$ cat src/rtl/codificador_display_mux_pkg.sv
// Shared types and constants for the multiplexed 7-segment display encoder.
package codificador_display_mux_pkg;

    typedef enum logic [1:0] {
        IDLE    = 2'd0,
        CONVERT = 2'd1,
        COMMIT  = 2'd2
    } estado_t;

    // Active-low segment patterns, bit6..bit0 = a..g
    localparam logic [6:0] SEG_BLANK = 7'b1111111;
    localparam logic [6:0] SEG_DASH  = 7'b1111110;

    localparam logic [6:0] SEG_TABLE [0:9] = '{
        7'b0000001, 7'b1001111, 7'b0010010, 7'b0000110, 7'b1001100,
        7'b0100100, 7'b0100000, 7'b0001111, 7'b0000000, 7'b0000100
    };

    // 10^n, wide enough for n up to 9
    function automatic logic [31:0] pow10(input int n);
        logic [31:0] r;
        r = 32'd1;
        for (int i = 0; i < n; i++) r = r * 32'd10;
        return r;
    endfunction

endpackage

$ cat src/rtl/codificador_display_mux_if.sv
// Load/status/display bundle between the display encoder and its user.
interface codificador_display_mux_if #(
    parameter int N_DIGITS = 4,
    parameter int VALUE_W  = 14
);
    logic [VALUE_W-1:0]  valor;
    logic                cargar;
    logic                busy;
    logic                done;
    logic                overflow;
    logic [6:0]          seg;
    logic [N_DIGITS-1:0] an;

    modport master (output valor, cargar, input busy, done, overflow, seg, an);
    modport slave  (input valor, cargar, output busy, done, overflow, seg, an);
endinterface

$ cat src/rtl/codificador_display_mux_dec7seg.sv
// BCD digit to active-low 7-segment pattern; non-decimal codes go dark.
module decodificador_7seg
    import codificador_display_mux_pkg::*;
(
    input  logic [3:0] bcd,
    output logic [6:0] seg
);

    // table lookup with blank fallback for codes 10..15
    always_comb begin
        seg = SEG_BLANK;
        if (bcd <= 4'd9) seg = SEG_TABLE[bcd];
    end

endmodule

$ cat src/rtl/codificador_display_mux.sv
// Binary-to-BCD converter (double-dabble FSM) feeding a scanned,
// multiplexed 7-segment display with leading-zero blanking and overflow dashes.
module codificador_display_mux
    import codificador_display_mux_pkg::*;
#(
    parameter int N_DIGITS    = 4,
    parameter int VALUE_W     = 14,
    parameter int REFRESH_DIV = 50000,
    parameter int BLANK_LZ    = 1
) (
    input  logic                   clk,
    input  logic                   rst_n,
    codificador_display_mux_if.slave bus
);

    localparam int BCD_W = 4 * N_DIGITS;
    localparam int IDX_W = (N_DIGITS > 1) ? $clog2(N_DIGITS) : 1;
    localparam int PS_W  = $clog2(REFRESH_DIV);
    localparam int CNT_W = $clog2(VALUE_W + 1);

    estado_t                  estado;
    logic [VALUE_W-1:0]       bin;
    logic [N_DIGITS-1:0][3:0] bcd, bcd_adj, banco;
    logic [BCD_W:0]           sh;
    logic [CNT_W-1:0]         cnt;
    logic                     ovf_cap, busy_r, done_r, ovf_r;

    logic [PS_W-1:0]          presc;
    logic [IDX_W-1:0]         idx;
    logic [N_DIGITS-1:0]      blank;
    logic [6:0]               seg_dec, seg_r;
    logic [N_DIGITS-1:0]      an_r;

    // add-3 correction on every digit >= 5 before the shift
    always_comb begin
        bcd_adj = bcd;
        for (int k = 0; k < N_DIGITS; k++)
            if (bcd[k] >= 4'd5) bcd_adj[k] = bcd[k] + 4'd3;
    end

    // upper digits beyond N_DIGITS are dropped; overflow shows dashes anyway
    assign sh = {bcd_adj, bin[VALUE_W-1]};

    // converter FSM: capture, shift VALUE_W times, then commit bank atomically
    always_ff @(posedge clk or negedge rst_n) begin
        if (!rst_n) begin
            estado  <= IDLE;
            bin     <= '0;
            bcd     <= '0;
            cnt     <= '0;
            ovf_cap <= 1'b0;
            busy_r  <= 1'b0;
            done_r  <= 1'b0;
            ovf_r   <= 1'b0;
            banco   <= '0;
        end else begin
            done_r <= 1'b0;
            case (estado)
                IDLE: begin
                    if (bus.cargar) begin
                        bin     <= bus.valor;
                        bcd     <= '0;
                        cnt     <= '0;
                        ovf_cap <= (32'(bus.valor) >= pow10(N_DIGITS));
                        busy_r  <= 1'b1;
                        estado  <= CONVERT;
                    end
                end
                CONVERT: begin
                    bcd <= sh[BCD_W-1:0];
                    bin <= bin << 1;
                    cnt <= cnt + 1'b1;
                    if (cnt == CNT_W'(VALUE_W - 1)) estado <= COMMIT;
                end
                COMMIT: begin
                    banco  <= bcd;
                    ovf_r  <= ovf_cap;
                    done_r <= 1'b1;
                    busy_r <= 1'b0;
                    estado <= IDLE;
                end
                default: estado <= IDLE;
            endcase
        end
    end

    // free-running scan: prescaler wrap advances the digit index
    always_ff @(posedge clk or negedge rst_n) begin
        if (!rst_n) begin
            presc <= '0;
            idx   <= '0;
        end else if (presc == PS_W'(REFRESH_DIV - 1)) begin
            presc <= '0;
            idx   <= (idx == IDX_W'(N_DIGITS - 1)) ? '0 : idx + 1'b1;
        end else begin
            presc <= presc + 1'b1;
        end
    end

    // leading-zero mask: digit k>0 dark while it and everything above is zero
    always_comb begin
        logic nz;
        nz    = 1'b0;
        blank = '0;
        for (int k = N_DIGITS - 1; k >= 0; k--) begin
            nz = nz | (banco[k] != 4'd0);
            if (BLANK_LZ != 0 && k != 0 && !nz) blank[k] = 1'b1;
        end
    end

    decodificador_7seg u_dec (
        .bcd (banco[idx]),
        .seg (seg_dec)
    );

    // registered drive of the current slot; overflow overrides blanking
    always_ff @(posedge clk or negedge rst_n) begin
        if (!rst_n) begin
            seg_r <= SEG_BLANK;
            an_r  <= '1;
        end else if (ovf_r) begin
            seg_r <= SEG_DASH;
            an_r  <= ~(N_DIGITS'(1) << idx);
        end else if (blank[idx]) begin
            seg_r <= SEG_BLANK;
            an_r  <= '1;
        end else begin
            seg_r <= seg_dec;
            an_r  <= ~(N_DIGITS'(1) << idx);
        end
    end

    assign bus.busy     = busy_r;
    assign bus.done     = done_r;
    assign bus.overflow = ovf_r;
    assign bus.seg      = seg_r;
    assign bus.an       = an_r;

endmodule
$ cat src/flat_wrapper.sv
// flat-port wrapper written by rule: the top's interface ports become plain ports
module codificador_display_mux_flat import codificador_display_mux_pkg::*;
#(
    parameter int N_DIGITS    = 4,
    parameter int VALUE_W     = 14,
    parameter int REFRESH_DIV = 50000,
    parameter int BLANK_LZ    = 1
)
  (clk, rst_n, bus_valor, bus_cargar, bus_busy, bus_done, bus_overflow, bus_seg, bus_an);
  codificador_display_mux_if #(.N_DIGITS(N_DIGITS), .VALUE_W(VALUE_W)) bus_i ();
  input  logic clk;
  input  logic rst_n;
  input wire logic [$bits(bus_i.valor)-1:0] bus_valor;
  input wire logic [$bits(bus_i.cargar)-1:0] bus_cargar;
  output wire logic [$bits(bus_i.busy)-1:0] bus_busy;
  output wire logic [$bits(bus_i.done)-1:0] bus_done;
  output wire logic [$bits(bus_i.overflow)-1:0] bus_overflow;
  output wire logic [$bits(bus_i.seg)-1:0] bus_seg;
  output wire logic [$bits(bus_i.an)-1:0] bus_an;
  assign bus_i.valor = bus_valor;
  assign bus_i.cargar = bus_cargar;
  assign bus_busy = bus_i.busy;
  assign bus_done = bus_i.done;
  assign bus_overflow = bus_i.overflow;
  assign bus_seg = bus_i.seg;
  assign bus_an = bus_i.an;
  codificador_display_mux #(.N_DIGITS(N_DIGITS), .VALUE_W(VALUE_W), .REFRESH_DIV(REFRESH_DIV), .BLANK_LZ(BLANK_LZ)) u_core (.clk(clk), .rst_n(rst_n), .bus(bus_i));
endmodule
$ cat config.mk
export PLATFORM = sky130hd
export DESIGN_NAME = codificador_display_mux_flat
export DESIGN_NICKNAME = d
export VERILOG_FILES = /design/src/rtl/codificador_display_mux_pkg.sv /design/src/rtl/codificador_display_mux_if.sv /design/src/rtl/codificador_display_mux_dec7seg.sv /design/src/rtl/codificador_display_mux.sv /design/src/flat_wrapper.sv
export SDC_FILE = /design/constraint.sdc
export NUM_CORES = 1
export LEC_CHECK = 0
export BUFFER_PORTS_ARGS = -buffer_cell sky130_fd_sc_hd__buf_4
export CAP_MARGIN = 10
export CORE_MARGIN = 2
export CORE_UTILIZATION = 45
export DETAILED_ROUTE_END_ITERATION = 8
export SLEW_MARGIN = 5
export SYNTH_ARGS = -nofsm -noshare
export SYNTH_HDL_FRONTEND = slang
export SYNTH_SLANG_ARGS = --single-unit
$ cat constraint.sdc
create_clock -name clk -period 2.7 [get_ports clk]
set_clock_uncertainty 0.1 [all_clocks]
set_input_delay 0.54 -clock clk [delete_from_list [all_inputs] [get_ports clk]]
set_output_delay 0.54 -clock clk [all_outputs]
set_load 0.02 [all_outputs]
==> run_results.csv, run 1 <==
group,metric,value,unit
logic_synthesis,synth_nets,461,
floorplanning,die_w,101,µm
power_and_ir_drop,p_leak,2.21,nW
logic_synthesis,synthCells,424,
global_routing,grt_pass1_wl,14100,µm
sta,rsz0062_at_grt,"no",
power_and_ir_drop,p_sw,1.59,mW
final_layout,stdcell_area,4800,µm²
status,status,"finished clean",
final_layout,antenna_cells,0,
critical_path,r2r_slack,0.29,ns
power_and_ir_drop,p_sw_frac,0.361,
clock_network,cts_tree,"built",
power_and_ir_drop,power_density,918,nW/µm²
final_layout,seqCellArea,2140,µm²
logic_synthesis,ys_async_sr_fraction,1.00,
sta,max_slew_margin,0.540,
sta,fmax,415,MHz
global_routing,grt_pass1_vias,3017,
logic_synthesis,yosys_warnings,0,
clock_network,clock_path_buffers,2,
floorplanning,die_h,101,µm
final_layout,drive_above_1_share,0.161,
sta,min_period_over_period,0.892,
floorplanning,die_area,10200,µm²
flow_run,cap_violations,0,
detailed_routing,num_vias,3062,
critical_path,critPathKind,"flip-flop to flip-flop",
logic_synthesis,seq_area_frac_synth,0.506,
clock_network,cts_setup_buffers,0,
placed_design,numPortBuffers,30,
sta,setup-violations-final,0,
clock_network,cts_buffers,9,
global_routing,track_usage,0.171,
logic_synthesis,synth_cell_type_count,49,
detailed_routing,wl_per_cell,14.1,µm
floorplanning,rows,35,
sta,drv_slew,0,
power_and_ir_drop,p_clk_frac,0.226,
final_layout,multi_input_area,1940,µm²
critical_path,critPathArrivalTime,2.57,ns
detailed_routing,viasPerCell,5.36,
clock_network,clk_latency,0.35,ns
detailed_routing,ant_nets,0,
logic_synthesis,avgSynthCellArea,9.97,µm²
power_and_ir_drop,seqPwrFrac,0.443,
global_routing,grt_overflow_total,0,
placed_design,gp_congestion,0.774,
floorplanning,start_util,0.460,
clock_network,cts_num_sinks,85,
sta,hold_ws,0.100,ns
sta,period_needed,2.41,ns
logic_synthesis,netlist_area,4230,µm²
critical_path,cp_max_fo,9,
detailed_routing,firstDrtPassIters,5,
sta,hold_viol,0,
critical_path,cp-end-kind,"flip-flop",
detailed_routing,drtIter0Drc,83,
final_layout,fillers,830,
floorplanning,ios,31,
power_and_ir_drop,ir_drop,0.459,mV
clock_network,clk_pin_slew,0.09,ns
hold_path,hp-class,"input port to asynchronous set/reset pin",
logic_synthesis,synthFlopType,"dfrtp_1",
final_layout,layout.nets,492,
logic_synthesis,synth_edf_count,0,
clock_network,ctsResizeCount,0,
sta,tns,0,ns
critical_path,required,2.86,ns
detailed_routing,drc,0,
final_layout,area_delta_synth_final,13.5,%
power_and_ir_drop,comb_power_share,0.331,
sta,tightest_slew,0.691,ns
global_routing,grt_max_degree,49,
power_and_ir_drop,p_int,2.81,mW
global_routing,antenna_found_initial,0,
logic_synthesis,synth_seq_cells,85,
clock_network,ctsHoldBuffers,0,
clock_network,clockRootBuffer,"clkbuf_8",
floorplanning,core-area,9200,µm²
critical_path,start_kind,"flip-flop",
placed_design,place_hpwl,5500,µm
clock_network,htree_levels,3,
detailed_routing,routed_wl,8040,µm
placed_design,place_area,4580,µm²
[flip-flops by register name (all words and copies together), names as in the netlist]
| signal | cells |
|---|---|
| u_core.banco | 16 |
| u_core.bcd | 16 |
| u_core.presc | 16 |
| u_core.bin | 14 |
| u_core.bus.seg | 7 |
| u_core.bus.an | 4 |
| u_core.cnt | 4 |
| u_core.estado | 2 |
| u_core.idx | 2 |
| u_core.bus.busy | 1 |
| u_core.bus.done | 1 |
| u_core.bus.overflow | 1 |
| u_core.ovf_cap | 1 |
[power by group through the flow]
| stage | Sequential (mW) | Combinational (mW) | Clock (mW) |
|---|---|---|---|
| floorplan | 1.91 | 1.09 | 0 |
| global placement | 1.97 | 1.44 | 0 |
| detailed placement | 1.98 | 1.47 | 0 |
| CTS | 1.96 | 1.48 | 1.03 |
| global route | 2.02 | 1.69 | 1.08 |
| finish | 1.95 | 1.46 | 0.996 |
[synth_stat cells, types with 2 or more instances]
| master | instances | area [µm²] |
|---|---|---|
| dfrtp_1 | 74 | 1850 |
| nand2_1 | 68 | 255 |
| o21ai_0 | 47 | 235 |
| a21oi_1 | 25 | 125 |
| ha_1 | 20 | 250 |
| inv_1 | 20 | 75.1 |
| nor2_1 | 17 | 63.8 |
| nor2b_1 | 17 | 106 |
| clkbuf_1 | 16 | 60.1 |
| a22oi_1 | 13 | 97.6 |
| dfstp_2 | 11 | 289 |
| nand3_1 | 10 | 50.1 |
| xnor2_1 | 8 | 70.1 |
| nand2b_1 | 7 | 43.8 |
| nor3_1 | 7 | 35.0 |
| mux2i_1 | 5 | 50.1 |
| xor2_1 | 5 | 43.8 |
| a22o_1 | 4 | 35.0 |
| nand4_1 | 4 | 25.0 |
| o21ai_1 | 4 | 20.0 |
| and4_1 | 3 | 26.3 |
| mux2_2 | 3 | 33.8 |
| or4_1 | 3 | 22.5 |
| and2_1 | 2 | 12.5 |
| mux4_1 | 2 | 52.6 |
| mux4_2 | 2 | 45.0 |
| nor3b_1 | 2 | 15.0 |
| nor4_4 | 2 | 42.5 |
| nor4bb_1 | 2 | 20.0 |
| o21bai_1 | 2 | 15.0 |
[worst paths after layout]
path,start,end,cells past startpoint
setup / recovery,u_core.idx[0]$_DFFE_PN0N_,u_core.bus.seg[2]$_DFF_PN1_,7
hold / removal,rst_n,u_core.bcd[11]$_DFFE_PN0P_,1
setup reg to reg,u_core.idx[0]$_DFFE_PN0N_,u_core.bus.seg[2]$_DFF_PN1_,7
hold reg to reg,u_core.presc[0]$_DFF_PN0_,u_core.presc[0]$_DFF_PN0_,1
max in group asynchronous,rst_n,u_core.bcd[0]$_DFFE_PN0P_,2
min in group clk,u_core.presc[0]$_DFF_PN0_,u_core.presc[0]$_DFF_PN0_,1
[final cells by class]
cell class              count  share of cell area
flip-flops and latches     85               0.446
multi-input cells         301               0.403
repair buffers             38              0.0595
clock inverters             7              0.0206
well taps                 111              0.0289
inverters                  20              0.0156
clock buffers               9              0.0258
[worst max-delay path, cell delays in order, from the launching register on]
cell      delay [ns]
dfrtp_1         0.55
mux4_1          0.68
inv_1           0.15
ha_1            0.18
nor2_1          0.04
o21a_1          0.20
nor4_4          0.29
o211ai_2        0.13
[routing by layer]
metal / GRT usage / share of wire
met5: 0 / 0
met4: 0.0530 / 0.013
met3: 0.0250 / 0.023
met1: 0.241 / 0.50
met2: 0.276 / 0.46
[kinds of logic after synthesis]
kind of cell	synth area share
xor+xnor	0.0269
buf+inv	0.0358
simple gates	0.185
flops	0.506
fa+ha+maj	0.0592
compound gates	0.144
mux	0.0429
[stage by stage]
step | power [mW] | setup slack, ns | instances | utilization
3_5_place_dp | 3.45 | 0.287 | 555 | 0.498
2_1_floorplan | 3.00 | 0.533 | 424 | -
3_3_place_gp | 3.40 | 0.348 | 555 | 0.498
6_report | 4.40 | 0.292 | 571 | 0.522
5_1_grt | 4.79 | 0.111 | 571 | 0.522
4_1_cts | 4.46 | 0.273 | 571 | 0.522
[layout by cell type (no fill, tap or decap), types with 8 or more instances in the layout]
| cell type | n |
|---|---|
| nand2_1 | 68 |
| dfstp_2 | 11 |
| a21oi_1 | 25 |
| nor2b_1 | 17 |
| o21ai_0 | 47 |
| dfrtp_1 | 74 |
| inv_1 | 20 |
| ha_1 | 20 |
| clkbuf_8 | 9 |
| buf_4 | 38 |
| nor2_1 | 17 |
| xnor2_1 | 8 |
| a22oi_1 | 13 |
| nand3_1 | 10 |
Power figures use the tool's default switching activity.
==> run 2, diff against run 1 <==
--- a/config.mk
+++ b/config.mk
@@ -8,7 +8,7 @@
 export BUFFER_PORTS_ARGS = -buffer_cell sky130_fd_sc_hd__buf_4
 export CAP_MARGIN = 10
 export CORE_MARGIN = 2
-export CORE_UTILIZATION = 45
+export CORE_UTILIZATION = 40
 export DETAILED_ROUTE_END_ITERATION = 8
 export SLEW_MARGIN = 5
 export SYNTH_ARGS = -nofsm -noshare
==> run 2 against run 1 <==
  * Clock-buffer cell count up 3
  * Highest routed layer unchanged
  * Sequential power down 2%
  * Core utilization down 5.0 points
  * Non-clock buffer count up 2
  * Power down 0.16%
  * Worst hold slack worse by 0.087 ns
  * Critical path depth unchanged
  * Sequential share of layout area down 0.43 points
  * Maximum frequency up 6.0%
  * Via count up 1.7%
==> run_results.csv, run 2 (synthesized netlist as in run 1, its figures left out) <==
group,metric,value,unit
status,status,"finished clean",
power_and_ir_drop,p_leak,2.24,nW
critical_path,r2r_slack,0.43,ns
final_layout,final_common_cell,"dfrtp_1",
power_and_ir_drop,p_clk_frac,0.216,
placed_design,gp_congestion,0.810,
power_and_ir_drop,total_power,4.40,mW
power_and_ir_drop,p_sw,1.59,mW
critical_path,slowest_stage,"mux4_1",
clock_network,cts_tree,"built",
hold_path,hp-class,"input port to asynchronous set/reset pin",
critical_path,required,2.87,ns
clock_network,clk_latency,0.36,ns
placed_design,place_hpwl,5810,µm
critical_path,cp-end-kind,"flip-flop",
clock_network,clock_path_buffers,2,
critical_path,cp_cell_sequence,"mux4_1, inv_1, ha_1, nor2_1, o21a_1, nor4_4, o211ai_2",
floorplanning,start_util,0.411,
detailed_routing,drtIter0Drc,155,
detailed_routing,routed_wl,8460,µm
floorplanning,ios,31,
sta,fmax,440,MHz
final_layout,drive_above_1_share,0.165,
global_routing,grt_pass1_wl,15000,µm
power_and_ir_drop,p_sw_frac,0.362,
flow_run,cap_violations,0,
floorplanning,rows,37,
critical_path,crit-reg2reg-launch,"u_core.idx[0]$_DFFE_PN0N_",
critical_path,start_kind,"flip-flop",
sta,hold_viol,0,
floorplanning,core-area,10300,µm²
sta,tightest_slew,0.584,ns
floorplanning,die_area,11400,µm²
final_layout,top_regs,"u_core.banco: 16 flops, u_core.bcd: 16 flops, u_core.presc: 16 flops",
final_layout,final_cell_mix,"dfrtp_1, nand2_1, o21ai_0, buf_4, a21oi_1",
critical_path,critPathArrivalTime,2.44,ns
floorplanning,die_w,107,µm
floorplanning,die_h,107,µm
power_and_ir_drop,comb_power_share,0.348,
detailed_routing,firstDrtPassIters,5,
detailed_routing,drc,0,
final_layout,fillers,997,
clock_network,ctsResizeCount,0,
clock_network,cts_setup_buffers,0,
detailed_routing,ant_nets,0,
power_and_ir_drop,ir_drop,0.324,mV
placed_design,pre_cts_ws,0.433,ns
clock_network,ctsHoldBuffers,0,
sta,min_period_over_period,0.841,
placed_design,numPortBuffers,30,
power_and_ir_drop,p_int,2.81,mW
sta,max_slew_margin,0.611,
critical_path,rr_endpoint,"u_core.bus.seg[2]$_DFF_PN1_",
clock_network,clk_pin_slew,0.09,ns
global_routing,antenna_found_initial,0,
final_layout,area_delta_synth_final,14.6,%
global_routing,grt_max_degree,35,
global_routing,grt_overflow_total,0,
global_routing,grt_pass1_vias,3116,
detailed_routing,viasPerCell,5.21,
clock_network,clockRootBuffer,"clkbuf_8",
critical_path,critPathKind,"flip-flop to flip-flop",
sta,drv_slew,0,
clock_network,htree_levels,3,
final_layout,antenna_cells,0,
critical_path,reg2regPathDepth,7,
clock_network,cts_num_sinks,85,
critical_path,cp_max_fo,6,
sta,setup-violations-final,0,
power_and_ir_drop,seqPwrFrac,0.435,
detailed_routing,num_vias,3115,
critical_path,max_stage_delay,0.66,ns
clock_network,cts_buffers,9,
global_routing,track_usage,0.166,
sta,period_needed,2.27,ns
sta,hold_ws,0.0132,ns
final_layout,layout.nets,494,
sta,setup_slack,0.429,ns
power_and_ir_drop,power_density,908,nW/µm²
sta,tns,0,ns
sta,rsz0062_at_grt,"no",
detailed_routing,wl_per_cell,14.1,µm
[run 2: critical path: cells and delay by family (launching register included)]
kind | cells | cell delay, ns
buffers and inverters | 1 | 0.15
DFF | 1 | 0.40
AOI/OAI and AO/OA | 2 | 0.33
and+or+nand+nor | 2 | 0.34
muxes | 1 | 0.66
adders and majority gates | 1 | 0.18
[run 2: power groups by stage]
stage | Sequential [mW] | Clock [mW] | Combinational [mW]
4_1_cts | 1.91 | 0.977 | 1.56
6_report | 1.91 | 0.952 | 1.53
3_5_place_dp | 1.93 | 0 | 1.54
5_1_grt | 1.97 | 1.02 | 1.78
2_1_floorplan | 1.91 | 0 | 1.09
3_3_place_gp | 1.93 | 0 | 1.50
[run 2: through the flow]
| step | utilization | cells | area, µm² |
|---|---|---|---|
| 2_1_floorplan | - | 424 | 4230 |
| 3_5_place_dp | 0.451 | 582 | 4630 |
| 5_1_grt | 0.471 | 598 | 4840 |
| 4_1_cts | 0.471 | 598 | 4840 |
| 6_report | 0.471 | 598 | 4840 |
| 3_3_place_gp | 0.451 | 582 | 4630 |
[run 2: cell type report]
class                      count  area (µm²)  area share
inverter                      20        75.1      0.0155
multi-input combinational    301        1940       0.400
clock buffer                  12         165      0.0341
tap                          136         170      0.0351
timing repair buffer          40         313      0.0646
sequential                    85        2140       0.442
clock inverter                 4        45.0     0.00930
[run 2: how the worst max path moves through the flow]
stage / start / end / slack [ns] / cells after the start
floorplan: u_core.idx[0]$_DFFE_PN0N_ / u_core.bus.seg[2]$_DFF_PN1_ / 0.53 / 8
global placement: u_core.idx[0]$_DFFE_PN0N_ / u_core.bus.seg[2]$_DFF_PN1_ / 0.53 / 7
detailed placement: u_core.idx[0]$_DFFE_PN0N_ / u_core.bus.seg[2]$_DFF_PN1_ / 0.43 / 7
CTS: u_core.idx[0]$_DFFE_PN0N_ / u_core.bus.seg[2]$_DFF_PN1_ / 0.41 / 7
global route: u_core.idx[0]$_DFFE_PN0N_ / u_core.bus.seg[2]$_DFF_PN1_ / 0.28 / 7
finish: u_core.idx[0]$_DFFE_PN0N_ / u_core.bus.seg[2]$_DFF_PN1_ / 0.43 / 7
[run 2: layer usage]
| metal | up-vias | GRT usage | wire [µm] |
|---|---|---|---|
| met1 | 1526 | 0.225 | 4090 |
| met5 | - | 0 | 0 |
| met3 | 14 | 0.0298 | 243 |
| met2 | 41 | 0.258 | 3950 |
| met4 | 0 | 0.0779 | 175 |
| li1 | 1534 | - | - |
==> run 3, diff against run 2 <==
==> constraint.sdc (replaced) <==
create_clock -name clk -period 1.95 [get_ports clk]
set_clock_uncertainty 0.1 [all_clocks]
set_input_delay 0.39 -clock clk [delete_from_list [all_inputs] [get_ports clk]]
set_output_delay 0.39 -clock clk [all_outputs]
set_load 0.02 [all_outputs]
==> run 3 against run 2 <==
  * The flow now finishes with violations (negative setup slack)
  * Die area is the same
  * Clock power is 40% higher
  * First-iteration DRC count grew 15%
  * Non-clock buffer count grew 24
  * Core utilization is 2.3 points higher
  * Worst hold slack improved by 0.18 ns
  * Critical path depth rose by 1
  * Sequential power rose by 38%
  * Wire length is 0.93% higher
  * Maximum frequency increased by 12%
  * Power rose by 43%
  * Largest cell class unchanged
  * Highest routed layer unchanged
==> run_results.csv, run 3 (synthesized netlist as in run 1, its figures left out) <==
group,metric,value,unit
detailed_routing,drtIter0Drc,179,
final_layout,area_delta_synth_final,20.2,%
clock_network,cts_num_sinks,85,
floorplanning,core-area,10300,µm²
floorplanning,start_util,0.411,
power_and_ir_drop,ir_drop,0.451,mV
flow_run,cap_violations,0,
floorplanning,die_area,11400,µm²
critical_path,start_kind,"flip-flop",
sta,tightest_slew,0.981,ns
clock_network,clock_path_buffers,2,
final_layout,final_cell_mix,"dfrtp_1, nand2_1, buf_4, o21ai_0, a21oi_1",
floorplanning,die_h,107,µm
clock_network,cts_buffers,9,
placed_design,numPortBuffers,30,
clock_network,clk_latency,0.36,ns
critical_path,required,2.15,ns
placed_design,dp.cells,602,
critical_path,cp_cell_sequence,"mux4_2, inv_4, ha_4, nor2_2, o21a_1, nor4_4, buf_6, o211ai_2",
critical_path,rr_endpoint,"u_core.bus.seg[2]$_DFF_PN1_",
sta,max_slew_margin,0.344,
critical_path,max_stage_delay,0.56,ns
detailed_routing,routed_wl,8540,µm
hold_path,whs_path_depth,2,
global_routing,track_usage,0.164,
critical_path,crit-reg2reg-launch,"u_core.idx[0]$_DFFE_PN0N_",
final_layout,fillers,967,
final_layout,drive_above_1_share,0.224,
critical_path,cp-end-kind,"flip-flop",
sta,setup_slack,-0.0727,ns
sta,tns,-0.318,ns
final_layout,instances_no_fill,622,
sta,min_period_over_period,1.04,
sta,rsz0062_at_grt,"yes",
critical_path,reg2regPathDepth,8,
global_routing,grt_overflow_total,0,
clock_network,clk_pin_slew,0.09,ns
hold_path,holdCritStartpoint,"bus_valor[13]",
sta,fmax,494,MHz
status,violations,"negative setup slack",
power_and_ir_drop,p_leak,2.35,nW
power_and_ir_drop,total_power,6.29,mW
clock_network,cts_tree,"built",
floorplanning,rows,37,
final_layout,seqCellArea,2140,µm²
global_routing,grt_max_degree,36,
clock_network,htree_levels,3,
floorplanning,die_w,107,µm
hold_path,whs_endpoint,"u_core.ovf_cap$_DFFE_PN0P_",
final_layout,final_common_cell,"dfrtp_1",
hold_path,hp-class,"input port to flip-flop",
sta,hold_ws,0.195,ns
detailed_routing,wl_per_cell,13.7,µm
critical_path,slowest_stage,"mux4_2",
final_layout,layout.nets,518,
power_and_ir_drop,power_density,1240,nW/µm²
detailed_routing,firstDrtPassIters,4,
critical_path,critPathKind,"flip-flop to flip-flop",
clock_network,clockRootBuffer,"clkbuf_8",
detailed_routing,drc,0,
sta,setup-violations-final,6,
global_routing,grt_pass1_wl,14700,µm
detailed_routing,num_vias,3111,
sta,drv_slew,0,
sta,hold_viol,0,
placed_design,gp_congestion,0.803,
critical_path,cp_max_fo,6,
final_layout,antenna_cells,0,
floorplanning,ios,31,
final_layout,top_regs,"u_core.banco: 16 flops, u_core.bcd: 16 flops, u_core.presc: 16 flops",
placed_design,place_hpwl,5890,µm
global_routing,antenna_found_initial,0,
sta,period_needed,2.02,ns
final_layout,multi_input_area,1960,µm²
critical_path,r2r_slack,-0.07,ns
critical_path,critPathArrivalTime,2.22,ns
detailed_routing,ant_nets,0,
status,status,"finished, violations left",
global_routing,grt_pass1_vias,3069,
detailed_routing,viasPerCell,5.00,
[run 3: area by class of cell]
class / instances / share of cell area
flip-flops and latches: 85 / 0.422
multi-input cells: 301 / 0.387
repair buffers: 64 / 0.101
well taps: 136 / 0.0335
clock buffers: 12 / 0.0305
inverters: 20 / 0.0153
clock inverters: 4 / 0.0108
[run 3: power breakdown]
group	switching, mW	internal (mW)	leakage, nW
clock network	0.664	0.670	0.103
registers	0.377	2.27	1.08
logic	1.23	1.08	1.17
[run 3: per-stage QoR]
step            util  instance area, µm²  worst slack (ns)
6_report       0.494                5080           -0.0727
4_1_cts        0.492                5060            -0.108
2_1_floorplan      -                4220            -0.194
5_1_grt        0.494                5080            -0.162
3_5_place_dp   0.466                4790            -0.187
3_3_place_gp   0.466                4790            -0.126
[run 3: how the worst max path moves through the flow]
stage                                    startpoint                           to  slack [ns]  cells past startpoint
after CTS                 u_core.idx[0]$_DFFE_PN0N_  u_core.bus.seg[6]$_DFF_PN1_       -0.11                      8
after global placement    u_core.idx[0]$_DFFE_PN0N_  u_core.bus.seg[2]$_DFF_PN1_       -0.13                      8
final                     u_core.idx[0]$_DFFE_PN0N_  u_core.bus.seg[2]$_DFF_PN1_       -0.07                      8
after floorplan           u_core.idx[0]$_DFFE_PN0N_  u_core.bus.seg[2]$_DFF_PN1_       -0.19                      8
after detailed placement  u_core.idx[0]$_DFFE_PN0N_  u_core.bus.seg[2]$_DFF_PN1_       -0.19                      8
after global routing      u_core.idx[0]$_DFFE_PN0N_  u_core.bus.seg[2]$_DFF_PN1_       -0.16                      8
[run 3: what timing repair did]
| item | 4_1_cts | 5_1_grt |
|---|---|---|
| resized for setup | 7 | 5 |
| setup buffers | 3 | 1 |
| pin swaps | 3 | 4 |
| endpoints found under the setup margin | 7 | 10 |
| hold buffers | 1 | 0 |
| endpoints found under the hold margin | 8 | 0 |
[run 3: worst max-delay path, delay by kind of cell (launching register included)]
family	cells	cell delay, ns
muxes	1	0.56
DFF	1	0.41
buffers and inverters	2	0.27
AOI/OAI and AO/OA	2	0.26
and+or+nand+nor	2	0.21
adders and majority gates	1	0.14
[run 3: routing by layer]
metal  track usage  share of wire  vias to the layer above
met5             0              0                        -
met4        0.0529         0.0094                        0
met3        0.0383          0.027                        7
met2         0.255           0.47                       30
met1         0.227           0.50                     1491
li1              -              -                     1583
